$ cat src/rtl/softmax_seq_ctrl.sv
// Softmax vector sequencer: buffers a signed Q16.16 vector, then drives the exp and div units
// one request at a time. Define SOFTMAX_CTRL_STATS_EN to add stat_vectors/stat_cycles outputs.
module softmax_seq_ctrl #(
  parameter int unsigned DATA_W  = 32,
  parameter int unsigned MAX_LEN = 16,
  parameter int unsigned ACC_W   = 40
) (
  input  logic              clk,
  input  logic              rst,
  input  logic              in_valid,
  output logic              in_ready,
  input  logic [DATA_W-1:0] in_data,
  input  logic              in_last,
  output logic              exp_req_valid,
  input  logic              exp_req_ready,
  output logic [DATA_W-1:0] exp_req_data,
  input  logic              exp_rsp_valid,
  input  logic [DATA_W-1:0] exp_rsp_data,
  output logic              div_req_valid,
  input  logic              div_req_ready,
  output logic [ACC_W-1:0]  div_num,
  output logic [ACC_W-1:0]  div_den,
  input  logic              div_rsp_valid,
  input  logic [DATA_W-1:0] div_rsp_data,
  output logic              out_valid,
  input  logic              out_ready,
  output logic [DATA_W-1:0] out_data,
  output logic              out_last,
  output logic              busy,
  output logic              len_err
`ifdef SOFTMAX_CTRL_STATS_EN
  ,
  output logic [31:0]       stat_vectors,
  output logic [31:0]       stat_cycles
`endif
);

  localparam int unsigned IdxW = $clog2(MAX_LEN);
  localparam int unsigned CntW = IdxW + 1;

  typedef enum logic [1:0] {StIdle, StLoad, StExp, StNorm} state_e;

  state_e            state_q, state_d;
  logic [DATA_W-1:0] data_q [MAX_LEN];
  logic [CntW-1:0]   count_q, count_d;
  logic [IdxW-1:0]   idx_q, idx_d;
  logic [DATA_W-1:0] max_q, max_d;
  logic [ACC_W-1:0]  sum_q, sum_d;
  logic              exp_req_valid_q, exp_req_valid_d;
  logic              exp_wait_q, exp_wait_d;
  logic              div_req_valid_q, div_req_valid_d;
  logic              div_wait_q, div_wait_d;
  logic              out_valid_q, out_valid_d;
  logic [DATA_W-1:0] out_data_q, out_data_d;
  logic              out_last_q, out_last_d;
  logic              len_err_q, len_err_d;

  logic              wr_en;
  logic [IdxW-1:0]   wr_idx;
  logic [DATA_W-1:0] wr_data;
  logic              in_hs, out_hs, idx_last;
  logic [DATA_W:0]   diff;
  logic [ACC_W:0]    sum_ext;
  logic [ACC_W-1:0]  sum_sat;

  assign in_ready = (state_q == StIdle) || (state_q == StLoad);
  assign busy     = (state_q != StIdle);
  assign in_hs    = in_valid && in_ready;
  assign out_hs   = out_valid_q && out_ready;
  assign idx_last = ({1'b0, idx_q} + CntW'(1)) == count_q;

  // x - max at DATA_W+1 bits; the result is never positive, so only underflow can occur.
  assign diff = {data_q[idx_q][DATA_W-1], data_q[idx_q]} - {max_q[DATA_W-1], max_q};
  assign exp_req_data = (diff[DATA_W] ^ diff[DATA_W-1]) ? {1'b1, {(DATA_W-1){1'b0}}}
                                                         : diff[DATA_W-1:0];

  assign sum_ext = {1'b0, sum_q} + {{(ACC_W+1-DATA_W){1'b0}}, exp_rsp_data};
  assign sum_sat = sum_ext[ACC_W] ? {ACC_W{1'b1}} : sum_ext[ACC_W-1:0];

  assign exp_req_valid = exp_req_valid_q;
  assign div_req_valid = div_req_valid_q;
  assign div_num       = {{(ACC_W-DATA_W){1'b0}}, data_q[idx_q]};
  assign div_den       = sum_q;
  assign out_valid     = out_valid_q;
  assign out_data      = out_data_q;
  assign out_last      = out_last_q;
  assign len_err       = len_err_q;

  always_comb begin
    state_d         = state_q;
    count_d         = count_q;
    idx_d           = idx_q;
    max_d           = max_q;
    sum_d           = sum_q;
    exp_req_valid_d = exp_req_valid_q;
    exp_wait_d      = exp_wait_q;
    div_req_valid_d = div_req_valid_q;
    div_wait_d      = div_wait_q;
    out_valid_d     = out_valid_q;
    out_data_d      = out_data_q;
    out_last_d      = out_last_q;
    len_err_d       = len_err_q;
    wr_en           = 1'b0;
    wr_idx          = idx_q;
    wr_data         = in_data;
    unique case (state_q)
      StIdle: begin
        if (in_hs) begin
          wr_en   = 1'b1;
          wr_idx  = '0;
          max_d   = in_data;
          count_d = CntW'(1);
          idx_d   = '0;
          sum_d   = '0;
          if (in_last) begin
            state_d         = StExp;
            exp_req_valid_d = 1'b1;
          end else begin
            state_d = StLoad;
          end
        end
      end
      StLoad: begin
        if (in_hs) begin
          wr_en   = 1'b1;
          wr_idx  = count_q[IdxW-1:0];
          count_d = count_q + CntW'(1);
          if ($signed(in_data) > $signed(max_q)) max_d = in_data;
          // The buffer is full after this element, so it closes the vector either way.
          if (in_last || (count_q == CntW'(MAX_LEN - 1))) begin
            state_d         = StExp;
            idx_d           = '0;
            exp_req_valid_d = 1'b1;
            if (!in_last) len_err_d = 1'b1;
          end
        end
      end
      StExp: begin
        if (exp_req_valid_q && exp_req_ready) begin
          exp_req_valid_d = 1'b0;
          exp_wait_d      = 1'b1;
        end
        if (exp_wait_q && exp_rsp_valid) begin
          exp_wait_d = 1'b0;
          wr_en      = 1'b1;
          wr_idx     = idx_q;
          wr_data    = exp_rsp_data;
          sum_d      = sum_sat;
          if (idx_last) begin
            state_d         = StNorm;
            idx_d           = '0;
            div_req_valid_d = (sum_sat != '0);
          end else begin
            idx_d           = idx_q + IdxW'(1);
            exp_req_valid_d = 1'b1;
          end
        end
      end
      StNorm: begin
        if (div_req_valid_q && div_req_ready) begin
          div_req_valid_d = 1'b0;
          div_wait_d      = 1'b1;
        end
        if (div_wait_q && div_rsp_valid) begin
          div_wait_d  = 1'b0;
          out_valid_d = 1'b1;
          out_data_d  = div_rsp_data;
          out_last_d  = idx_last;
        end else if (!out_valid_q && (sum_q == '0)) begin
          out_valid_d = 1'b1;
          out_data_d  = '0;
          out_last_d  = idx_last;
        end
        if (out_hs) begin
          out_valid_d = 1'b0;
          if (out_last_q) begin
            state_d = StIdle;
            count_d = '0;
            idx_d   = '0;
            max_d   = '0;
            sum_d   = '0;
          end else begin
            idx_d           = idx_q + IdxW'(1);
            div_req_valid_d = (sum_q != '0);
          end
        end
      end
      default: state_d = StIdle;
    endcase
  end

  always_ff @(posedge clk or negedge rst) begin
    if (!rst) begin
      state_q         <= StIdle;
      count_q         <= '0;
      idx_q           <= '0;
      max_q           <= '0;
      sum_q           <= '0;
      exp_req_valid_q <= 1'b0;
      exp_wait_q      <= 1'b0;
      div_req_valid_q <= 1'b0;
      div_wait_q      <= 1'b0;
      out_valid_q     <= 1'b0;
      out_data_q      <= '0;
      out_last_q      <= 1'b0;
      len_err_q       <= 1'b0;
      for (int i = 0; i < MAX_LEN; i++) data_q[i] <= '0;
    end else begin
      state_q         <= state_d;
      count_q         <= count_d;
      idx_q           <= idx_d;
      max_q           <= max_d;
      sum_q           <= sum_d;
      exp_req_valid_q <= exp_req_valid_d;
      exp_wait_q      <= exp_wait_d;
      div_req_valid_q <= div_req_valid_d;
      div_wait_q      <= div_wait_d;
      out_valid_q     <= out_valid_d;
      out_data_q      <= out_data_d;
      out_last_q      <= out_last_d;
      len_err_q       <= len_err_d;
      if (wr_en) data_q[wr_idx] <= wr_data;
    end
  end

`ifdef SOFTMAX_CTRL_STATS_EN
  logic [31:0] stat_vectors_q, stat_vectors_d;
  logic [31:0] stat_cycles_q, stat_cycles_d;
  logic [31:0] run_cnt_q, run_cnt_d;

  always_comb begin
    stat_vectors_d = stat_vectors_q;
    stat_cycles_d  = stat_cycles_q;
    run_cnt_d      = run_cnt_q;
    if ((state_q == StIdle) && in_hs) begin
      run_cnt_d = 32'd1;
    end else if (busy && (run_cnt_q != '1)) begin
      run_cnt_d = run_cnt_q + 32'd1;
    end
    if ((state_q == StNorm) && out_hs && out_last_q) begin
      stat_vectors_d = stat_vectors_q + 32'd1;
      stat_cycles_d  = run_cnt_q;
    end
  end

  always_ff @(posedge clk or negedge rst) begin
    if (!rst) begin
      stat_vectors_q <= '0;
      stat_cycles_q  <= '0;
      run_cnt_q      <= '0;
    end else begin
      stat_vectors_q <= stat_vectors_d;
      stat_cycles_q  <= stat_cycles_d;
      run_cnt_q      <= run_cnt_d;
    end
  end

  assign stat_vectors = stat_vectors_q;
  assign stat_cycles  = stat_cycles_q;
`endif

endmodule

$ cat config.mk
export PLATFORM = sky130hd
export DESIGN_NAME = softmax_seq_ctrl
export DESIGN_NICKNAME = d
export VERILOG_FILES = /design/src/rtl/softmax_seq_ctrl.sv
export SDC_FILE = /design/constraint.sdc
export NUM_CORES = 1
export LEC_CHECK = 0
export ABC_AREA = 0
export BUFFER_PORTS_ARGS = -buffer_cell sky130_fd_sc_hd__buf_4
export CORE_MARGIN = 2
export CORE_UTILIZATION = 60
export DETAILED_ROUTE_END_ITERATION = 7
export GPL_TIMING_DRIVEN = 0
export PLACE_DENSITY = 0.8
export RECOVER_POWER = 100
export SLEW_MARGIN = 40
export SYNTH_ARGS = -nofsm -noshare
export SYNTH_HDL_FRONTEND = slang
export SYNTH_SLANG_ARGS = --single-unit
$ cat constraint.sdc
create_clock -name clk -period 7.1 [get_ports clk]
set_input_delay 0.355 -clock clk [delete_from_list [all_inputs] [get_ports clk]]
set_output_delay 0.355 -clock clk [all_outputs]
set_load 0.02 [all_outputs]
==> out/metrics.yaml <==
run_status:
  status: "complete, but fails checks"
  violations: "max-capacitance violations, max-slew violations"
yosys:
  synth_cell_type_count: 86
  postSynthCellCount: 3156
  ys.flop_type: "dfrtp_1"
  ys_ff_latch: 634
  yosysMostFrequentCell: "dfrtp_1"
  synth.avg_cell_area_um2: 10.2
  netlist_top_cells_count: "634 x dfrtp_1, 572 x nor2_1, 563 x a21oi_1"
  synth-edff-count: 0
  netlist_top_cells_area: "dfrtp_1 49%, mux4_2 11%, a21oi_1 8.8%"
  synthArstFlopShare_pct: 100
  yosysTopAreaCell: "dfrtp_1"
  synth_top_area_share_pct: 49.4
  yosysSeqAreaShare_pct: 49.4
  synth.yosys.warnings: 0
  netlist_area_mm2: 0.0321
run:
  drv_cap: 4
timing:
  setup_violations: 0
  slew_headroom_pct: -131
  skew_ns: 0.0180
  rsz0062_at_grt: "true"
  report.final.slew_viol_count: 278
  worst_slack_ns: 0.0630
  hold_viol: 0
  worstMarginPinSlew_ns: 3.46
  post-route-min-period_ns: 7.04
  period_share_pct: 99.1
  fmax_mhz: 142
  final.setup.tns_ns: 0
die:
  die_x_um: 235
  die_h_um: 235
  top_level_ports: 256
  start_util_pct: 60.9
  coreArea_mm2: 0.0528
  dieArea_mm2: 0.0554
  rows: 84
cts:
  clk_latency_ns: 0.62
  cts_tree: "built"
  cts_root_buf: "clkbuf_16"
  htreeDepth: 3
  numClockSinks: 634
  cts_max_path_buffers: 3
  clkTransAtPathRegs_ns: 0.06
  numCtsBuffers: 67
detailed_routing:
  antenna_left: 0
  vias: 28407
  avgRoutedWirePerCell_um: 25.4
  drt_iter0_drc: 3753
  drt-met1-wl_um: 39500
  dr.pass1.iters: 6
  met3WireLength_um: 11900
  wl_met2_um: 50800
  avgViaCountPerCell: 6.64
  drc: 0
  top_layer_used: "met5"
  routed_wirelength_um: 109000
grt:
  grt.overflow.total: 0
  antenna_found_initial: 1
  grt_usage_pct: 39.2
  grt_start_max_net_pins: 85
  grt_pass1_vias: 28678
  grt_first_pass_wirelength_um: 166000
power:
  p_seq_share_pct: 24.4
  clkPwrFrac_pct: 16.9
  power.density_mw_per_mm2: 584
  p_int_w: 0.0118
  switchingPower_w: 0.0103
  sw_frac_of_total_pct: 46.6
  comb_power_share_pct: 58.7
  max-vdd-ir-drop_v: 0.000493
  power.leakage_nw: 16.9
  p_total_w: 0.0221
placement:
  place_ws_ns: -0.743
  port_buffers: 247
  gp_congestion: 0.998
  dp_hpwl_um: 80100
  dpl_cell_area_mm2: 0.0352
  dp.cells: 4107
setup_path:
  worst_ep_arrival_time_ns: 6.68
  crit_fanout: 10
  critPathRequiredTime_ns: 6.74
  critPathKind: "flip-flop to output port"
  worstSetupEndpointType: "output port"
  start_kind: "flip-flop"
final_layout:
  regArea_mm2: 0.0159
  multi_input_area_mm2: 0.0153
  num_antenna_cells: 0
  fin_cells: 4281
  fillers: 3687
  fin_nets: 3751
  area_growth_pct: 18.1
  final_area_mm2: 0.0379
  drive_gt1_share_pct: 16.5
min_path:
  worstHoldPathType: "primary input to flip-flop"
[power by group through the flow]
| stage | sequential [W] | combinational, W | clock, W |
|---|---|---|---|
| after floorplan | 0.00536 | 0.00737 | 0 |
| after global placement | 0.00531 | 0.0118 | 0 |
| after detailed placement | 0.00539 | 0.0122 | 0 |
| after CTS | 0.00536 | 0.0125 | 0.00375 |
| after global routing | 0.00549 | 0.0136 | 0.00391 |
| final | 0.00540 | 0.0130 | 0.00375 |
[cells in the final DEF (no fill, tap or decap), types with 52 or more instances in the layout]
master and n:
dfrtp_1 633, a21oi_1 563, nor2_1 558, clkbuf_1 264, nand2_1 197, buf_4 183
mux4_2 160, o21ai_0 141, ha_1 104, clkbuf_16 70, inv_1 63, nand3_1 61
dlygate4sd3_1 52
[critical path: stages, from the launching register on]
cell	delay, ns
dfrtp_1	0.45
clkbuf_2	0.32
clkbuf_4	0.44
mux4_2	0.42
mux4_2	0.56
ha_1	0.38
and3_1	0.24
a221o_1	0.38
a21o_1	0.25
o2111ai_1	0.24
o211ai_1	0.25
a211oi_2	0.29
o31ai_1	0.14
a21o_1	0.20
a21oi_1	0.18
xor2_1	0.25
ha_4	0.27
clkbuf_2	0.24
nor2_1	0.31
buf_4	0.21
[per-layer routing]
metal | up-vias | track usage [%]
li1 | 12003 | -
met1 | 14107 | 50.4
met2 | 1928 | 61.8
met3 | 367 | 9.85
met4 | 2 | 21.4
met5 | - | 0
[area by class of cell]
cell class / instances / area share [%]
timing repair buffer: 309 / 5.88
sequential: 634 / 41.9
multi-input combinational: 2229 / 40.3
clock inverter: 28 / 0.888
tap: 688 / 2.27
inverter: 63 / 0.624
buffer: 235 / 2.90
clock buffer: 95 / 5.32
[cells by family after synthesis]
| kind of cell | after synthesis | share of synthesized area (%) |
|---|---|---|
| buffers and inverters | 300 | 3.83 |
| other | 1 | 0.0117 |
| multiplexers | 196 | 12.4 |
| AO/OA/AOI/OAI | 890 | 15.9 |
| flip-flops | 634 | 49.4 |
| adder cells (fa/ha/maj) | 107 | 4.22 |
| XOR/XNOR | 59 | 1.61 |
| AND/OR/NAND/NOR | 969 | 12.7 |
[through the flow]
stage,hold WS (ns),util [%]
after detailed placement,0.298,66.6
after floorplan,0.0594,-
after CTS,0.000220,72.2
final,0.00817,71.9
after global placement,0.453,66.0
after global routing,0.000692,71.9
[sequential cells by signal (all words and copies together), names as in the netlist, 2 cells and up]
name,flops
state_q,2
idx_q,4
count_q,5
data_q,512
out_data,32
max_q,32
div_den,40
[path summary, 6_finish.rpt]
path                                  start                to  cells after the start  slack (ns)
setup / recovery                   idx_q[1]  exp_req_data[18]                     19        0.06
setup reg to reg                 div_den[0]     div_req_valid                     12        2.72
hold reg to reg                out_data[10]      out_data[10]                      2        0.47
min in group asynchronous               rst        div_den[9]                      2        1.27
hold / removal             div_rsp_data[26]      out_data[26]                      3       0.008
max in group asynchronous               rst       data_q[150]                      6        1.01
[what timing repair did]
item	in CTS	in global routing
setup endpoints to repair	32	31
setup buffers	1	0
resized for setup	41	33
pin swaps	1	1
hold buffers	52	0
endpoints found under the hold margin	96	0
Power figures use the tool's default switching activity.
